<file path="src/rtl/lcd_refresh_sequencer.sv">
// Two-line character shadow for an HD44780-style controller. Tracks dirty
// lines and redraws each as one set-DDRAM-address command plus COLS
// character writes, one handshaked command at a time.
module lcd_refresh_sequencer #(
  parameter int unsigned COLS       = 16,
  parameter logic [7:0]  LINE0_ADDR = 8'h00,
  parameter logic [7:0]  LINE1_ADDR = 8'h40,
  parameter int unsigned BUSY_TO    = 4
) (
  input  logic       clk,
  input  logic       rst_n,
  input  logic       wr_en,
  input  logic       wr_line,
  input  logic [3:0] wr_col,
  input  logic [7:0] wr_char,
  input  logic       refresh_req,
  input  logic       lcd_busy,
  output logic       lcd_enable,
  output logic [9:0] lcd_bus,
  output logic [1:0] dirty,
  output logic       idle
);

  typedef enum logic [1:0] {StIdle, StIssue, StWaitHi, StWaitLo} state_e;

  state_e      state_q, state_d;
  logic        line_q, line_d;
  logic [3:0]  col_q, col_d;
  logic        phase_q, phase_d;   // 0: address command, 1: character writes
  logic        last_q, last_d;     // line served by the most recent full pass
  logic [1:0]  dirty_q, dirty_d;
  logic [7:0]  to_cnt_q, to_cnt_d;
  logic        enable_d;
  logic [9:0]  bus_d;
  logic        idle_d;
  logic [7:0]  cells_q [2][COLS];
  logic [7:0]  cell_rd;
  logic        wr_ok;

  assign dirty = dirty_q;

  // Read mux for the cell being sent, and range check for host writes.
  always_comb begin
    cell_rd = 8'h20;
    wr_ok   = 1'b0;
    for (int c = 0; c < COLS; c++) begin
      if (col_q == 4'(c)) cell_rd = cells_q[line_q][c];
      if (wr_col == 4'(c)) wr_ok = 1'b1;
    end
  end

  // Shadow buffer: reset to spaces, single host write per cycle.
  always_ff @(posedge clk) begin
    if (!rst_n) begin
      for (int l = 0; l < 2; l++) begin
        for (int c = 0; c < COLS; c++) cells_q[l][c] <= 8'h20;
      end
    end else if (wr_en) begin
      for (int c = 0; c < COLS; c++) begin
        if (wr_col == 4'(c)) cells_q[wr_line][c] <= wr_char;
      end
    end
  end

  // Next-state, command generation and dirty tracking.
  always_comb begin
    state_d  = state_q;
    line_d   = line_q;
    col_d    = col_q;
    phase_d  = phase_q;
    last_d   = last_q;
    dirty_d  = dirty_q;
    to_cnt_d = to_cnt_q;
    enable_d = 1'b0;
    bus_d    = lcd_bus;
    case (state_q)
      StIdle: begin
        if (|dirty_q) begin
          // Both dirty: alternate; otherwise take whichever is dirty.
          line_d  = (dirty_q == 2'b11) ? ~last_q : dirty_q[1];
          col_d   = 4'd0;
          phase_d = 1'b0;
          state_d = StIssue;
        end
      end
      StIssue: begin
        if (!lcd_busy) begin
          enable_d = 1'b1;
          if (phase_q) begin
            bus_d = {2'b10, cell_rd};
          end else begin
            bus_d = {2'b00, 8'h80 | (line_q ? LINE1_ADDR : LINE0_ADDR)};
            dirty_d[line_q] = 1'b0;
          end
          to_cnt_d = 8'd0;
          state_d  = StWaitHi;
        end
      end
      StWaitHi: begin
        if (lcd_busy || to_cnt_q == 8'(BUSY_TO - 1)) begin
          state_d = StWaitLo;
        end else begin
          to_cnt_d = to_cnt_q + 8'd1;
        end
      end
      StWaitLo: begin
        if (!lcd_busy) begin
          if (!phase_q) begin
            phase_d = 1'b1;
            col_d   = 4'd0;
            state_d = StIssue;
          end else if (col_q == 4'(COLS - 1)) begin
            last_d  = line_q;
            state_d = StIdle;
          end else begin
            col_d   = col_q + 4'd1;
            state_d = StIssue;
          end
        end
      end
      default: state_d = StIdle;
    endcase
    // New dirt overrides the address-issue clear above.
    if (refresh_req) dirty_d = 2'b11;
    if (wr_en && wr_ok) dirty_d[wr_line] = 1'b1;
    idle_d = (state_d == StIdle) && (dirty_d == 2'b00);
  end

  // State and output registers with synchronous reset.
  always_ff @(posedge clk) begin
    if (!rst_n) begin
      state_q    <= StIdle;
      line_q     <= 1'b0;
      col_q      <= 4'd0;
      phase_q    <= 1'b0;
      last_q     <= 1'b1;
      dirty_q    <= 2'b11;
      to_cnt_q   <= 8'd0;
      lcd_enable <= 1'b0;
      lcd_bus    <= 10'h000;
      idle       <= 1'b0;
    end else begin
      state_q    <= state_d;
      line_q     <= line_d;
      col_q      <= col_d;
      phase_q    <= phase_d;
      last_q     <= last_d;
      dirty_q    <= dirty_d;
      to_cnt_q   <= to_cnt_d;
      lcd_enable <= enable_d;
      lcd_bus    <= bus_d;
      idle       <= idle_d;
    end
  end

endmodule
</file>
<file path="config.mk">
export PLATFORM = sky130hd
export DESIGN_NAME = lcd_refresh_sequencer
export DESIGN_NICKNAME = d
export VERILOG_FILES = /design/src/rtl/lcd_refresh_sequencer.sv
export SDC_FILE = /design/constraint.sdc
export NUM_CORES = 1
export LEC_CHECK = 0
export BUFFER_PORTS_ARGS = -buffer_cell sky130_fd_sc_hd__buf_2
export CAP_MARGIN = 20
export CORE_MARGIN = 1
export CORE_UTILIZATION = 39
export DETAILED_ROUTE_END_ITERATION = 16
export GPL_TIMING_DRIVEN = 0
export SLEW_MARGIN = 15
export SYNTH_ARGS = -nofsm -noshare
export SYNTH_HDL_FRONTEND = slang
export SYNTH_SLANG_ARGS = --single-unit
</file>
<file path="constraint.sdc">
create_clock -name clk -period 4.6 [get_ports clk]
set_input_delay 0 -clock clk [delete_from_list [all_inputs] [get_ports clk]]
set_output_delay 0 -clock clk [all_outputs]
set_load 0.005 [all_outputs]
</file>
==> summary.md <==
| Metric | Value |
|---|---|
| Cell Area, Synth | 12800 um^2 |
| Synth Flop Type | edfxtp_1 |
| Peak supply drop | 0.332 mV |
| Htree depth | 1 |
| Post-synth ARST share | 0% |
| Top cell type's share of synthesized area | 60.1% |
| Slew @ Worst Pin | 0.997 ns |
| Starting Density | 40.1% |
| Die ar. | 33500 um^2 |
| GRT Util Overall | 23.0% |
| Final setup viols | 0 |
| Fmax | 335 MHz |
| Crit Path Max Fanout | 10 |
| Crit path required time | 5.04 ns |
| Biggest area consumer among synthesized cells | edfxtp_1 |
| Die Y | 183 um |
| Register area | 8310 um^2 |
| Setup CP Type | reg -> reg |
| Die width | 183 um |
| Reg-to-reg slack, setup | 1.62 ns |
| Fin Hold WS | 0.0271 ns |
| Vias per cell | 5.69 |
| Critical-path top delay cell | a41oi_1 |
| I/O pin count | 32 |
| Crit path DAT | 3.42 ns |
| Port buffer count | 25 |
| CTS Buffer Depth | 3 |
| Leakage | 4.77 nW |
| CP endpoint | lcd_bus[2] |
| Max Cap Viol | 0 |
| Multi-input logic area | 4120 um^2 |
| Mapped Nets | 1018 |
| Register area share after synthesis | 65.0% |
| Initial DRC count | 992 |
| Fin crit period | 2.98 ns |
| Row cnt | 65 |
| Global route overflow | 0 |
| Post-synthesis cell type count | 66 |
| Avg WL per Cell | 24.9 um |
| Commonest non-fill, non-tap cell in the layout | edfxtp_1 |
| Rel. slew slack | 33.1% |
| Fillers | 2940 |
| Final hold viol count | 0 |
| CTS tree | done |
| RR Startpoint | col_q[0] |
| Placed wire-length estimate | 26300 um |
| Top Usage Layer GRT | met2 |
| Yosys reg bits | 287 |
| Antenna Nets Post-Route | 0 |
| Final cycle utilization of the critical path | 64.9% |
| Status | finished, final reports clean |
| Worst Setup SP | col_q[0] |
| Warnings from Yosys | 0 |
| GR Layer Usage met3 | 4.21% |
| First-pass GRT wire length | 55900 um |
| Crit. End Element | flip-flop |
| Fin. max-slew vios | 0 |
| TritonRoute pass-1 iters | 5 |
| Worst skew pair latency | 0.56 ns |
| Largest net degree at the start of global routing | 17 |
| Routability cong. | 0.905 |
| Core footprint | 31900 um^2 |
| Place WS | 1.61 ns |
| Nets | 1092 |
| CTS clk-pin slew, worst paths | 0.06 ns |
| Core Util, Final | 45.6% |
| Most common cell on crit path | clkbuf_1 |
| TritonCTS Sinks | 287 |
| Share of layout cells above drive strength 1 | 14.5% |
| Clock Skews | 0.0173 ns |
| CP peak stage delay | 0.47 ns |
| EDFF count, synth | 256 |
| PnR worst setup slack | 1.62 ns |
| Final Total Pwr | 5.79 mW |
| Avg Inst Size Synth | 12.9 um^2 |
| Crit-path cells | ha_1 -> clkbuf_1 -> nand3b_1 -> clkbuf_1 -> o21ai_0 -> a31oi_1 -> a41oi_1 -> o21ai_1 |
| Worst setup SP type | flip-flop |
| Met2 GRT Util | 37.7% |
| Setup TNS | 0 ns |
| Post-Synthesis Cells | 995 |
| P per Cell Area | 398 nW/um^2 |
| Commonest cells after routing, fill and taps aside | 256 x edfxtp_1, 141 x nor2_1, 90 x mux2i_1, 70 x nand2_1, 41 x buf_2 |
| Root Driver | clkbuf_16 |
| Vias in the first global route | 8580 |
| RSZ-0062 raised after global routing | no |
| CTS buffer count | 30 |
| Hold crit path type | in -> reg |
| Area Overhead vs Synth | 13.8% |
| Synth top area cells | edfxtp_1 60%, mux2i_1 7.0%, dfxtp_1 4.9% |
| Total number of vias | 8687 |
| Final wirelength | 38100 um |
| Reg2reg end | lcd_bus[2] |
| R2R depth | 8 |
| GR met1 Demand/Resource | 30.3% |
| Initial antenna violation count | 3 |
| Drc violations | 0 |
## per-stage QoR
stage | instance area, um^2 | cells
after floorplan | 12800 | 995
after detailed placement | 13500 | 1463
final | 14600 | 1527
after global routing | 14500 | 1526
after CTS | 14500 | 1525
after global placement | 13500 | 1455
## power breakdown
part | switching [mW] | internal, mW
clock | 1.01 | 1.33
combinational | 0.297 | 0.126
sequential | 0.0421 | 2.99
total | 1.34 | 4.45
## sequential cells by signal, summed over array words and instances (netlist names), named ones only
signal,cells
to_cnt_q,8
last_q,1
lcd_enable,1
dirty,2
lcd_bus,9
state_q,2
cells_q,256
col_q,4
idle,1
line_q,1
phase_q,1
## Yosys cell counts, types with 15 or more instances
cell type and instances:
dfxtp_1 31, nor2b_1 17, nor2_1 141, clkbuf_1 29, mux2i_1 90, nand3_1 36
a22oi_1 15, nand2_1 70, o21ai_0 37, mux2_2 35, edfxtp_1 256, buf_2 16
o22ai_1 17
## timing repair
action	CTS	global route
setup buffers	0	0
hold buffers	8	0
resized for setup	0	0
hold endpoints to repair	19	0
## logic make-up after synthesis
kind of cell	after synthesis	synth area share (%)
flops	287	65.0
compound gates	162	8.74
buf+inv	77	2.90
other cells	1	0.0293
simple gates	328	12.1
xor+xnor	10	0.685
mux	125	10.1
fa+ha+maj	5	0.489
## worst min-delay path by stage
stage / to / start / slack (ns) / cells after the start
3_3_place_gp: dirty[0] / refresh_req / 0.24 / 3
5_1_grt: cells_q[1][46] / wr_line / 0.005 / 3
2_1_floorplan: dirty[0] / refresh_req / 0.13 / 2
3_5_place_dp: dirty[0] / refresh_req / 0.24 / 3
6_report: cells_q[1][46] / wr_line / 0.03 / 3
4_1_cts: cells_q[1][46] / wr_line / 0.005 / 3
## worst max-delay path, delay by kind of cell (launching register included)
kind / cells / cell delay, ns
AO/OA/AOI/OAI: 4 / 1.15
adder cells (fa/ha/maj): 1 / 0.22
buffers and inverters: 2 / 0.72
flip-flops: 1 / 0.43
AND/OR/NAND/NOR: 1 / 0.34
## layer usage
metal | vias to the layer above | share of wire (%)
met5 | - | 0.055
met4 | 4 | 3.9
met3 | 92 | 7.6
met2 | 374 | 47
met1 | 4320 | 41
li1 | 3897 | -
## area by class of cell
| cell class | instances | area share (%) |
|---|---|---|
| clock buffer | 33 | 5.38 |
| timing repair buffer | 42 | 1.86 |
| buffer | 65 | 2.24 |
| tap | 435 | 3.74 |
| sequential | 287 | 57.1 |
| antenna | 1 | 0.0172 |
| multi-input combinational | 631 | 28.3 |
| inverter | 12 | 0.310 |
| clock inverter | 21 | 1.04 |
(Power assumes the default switching activity.)
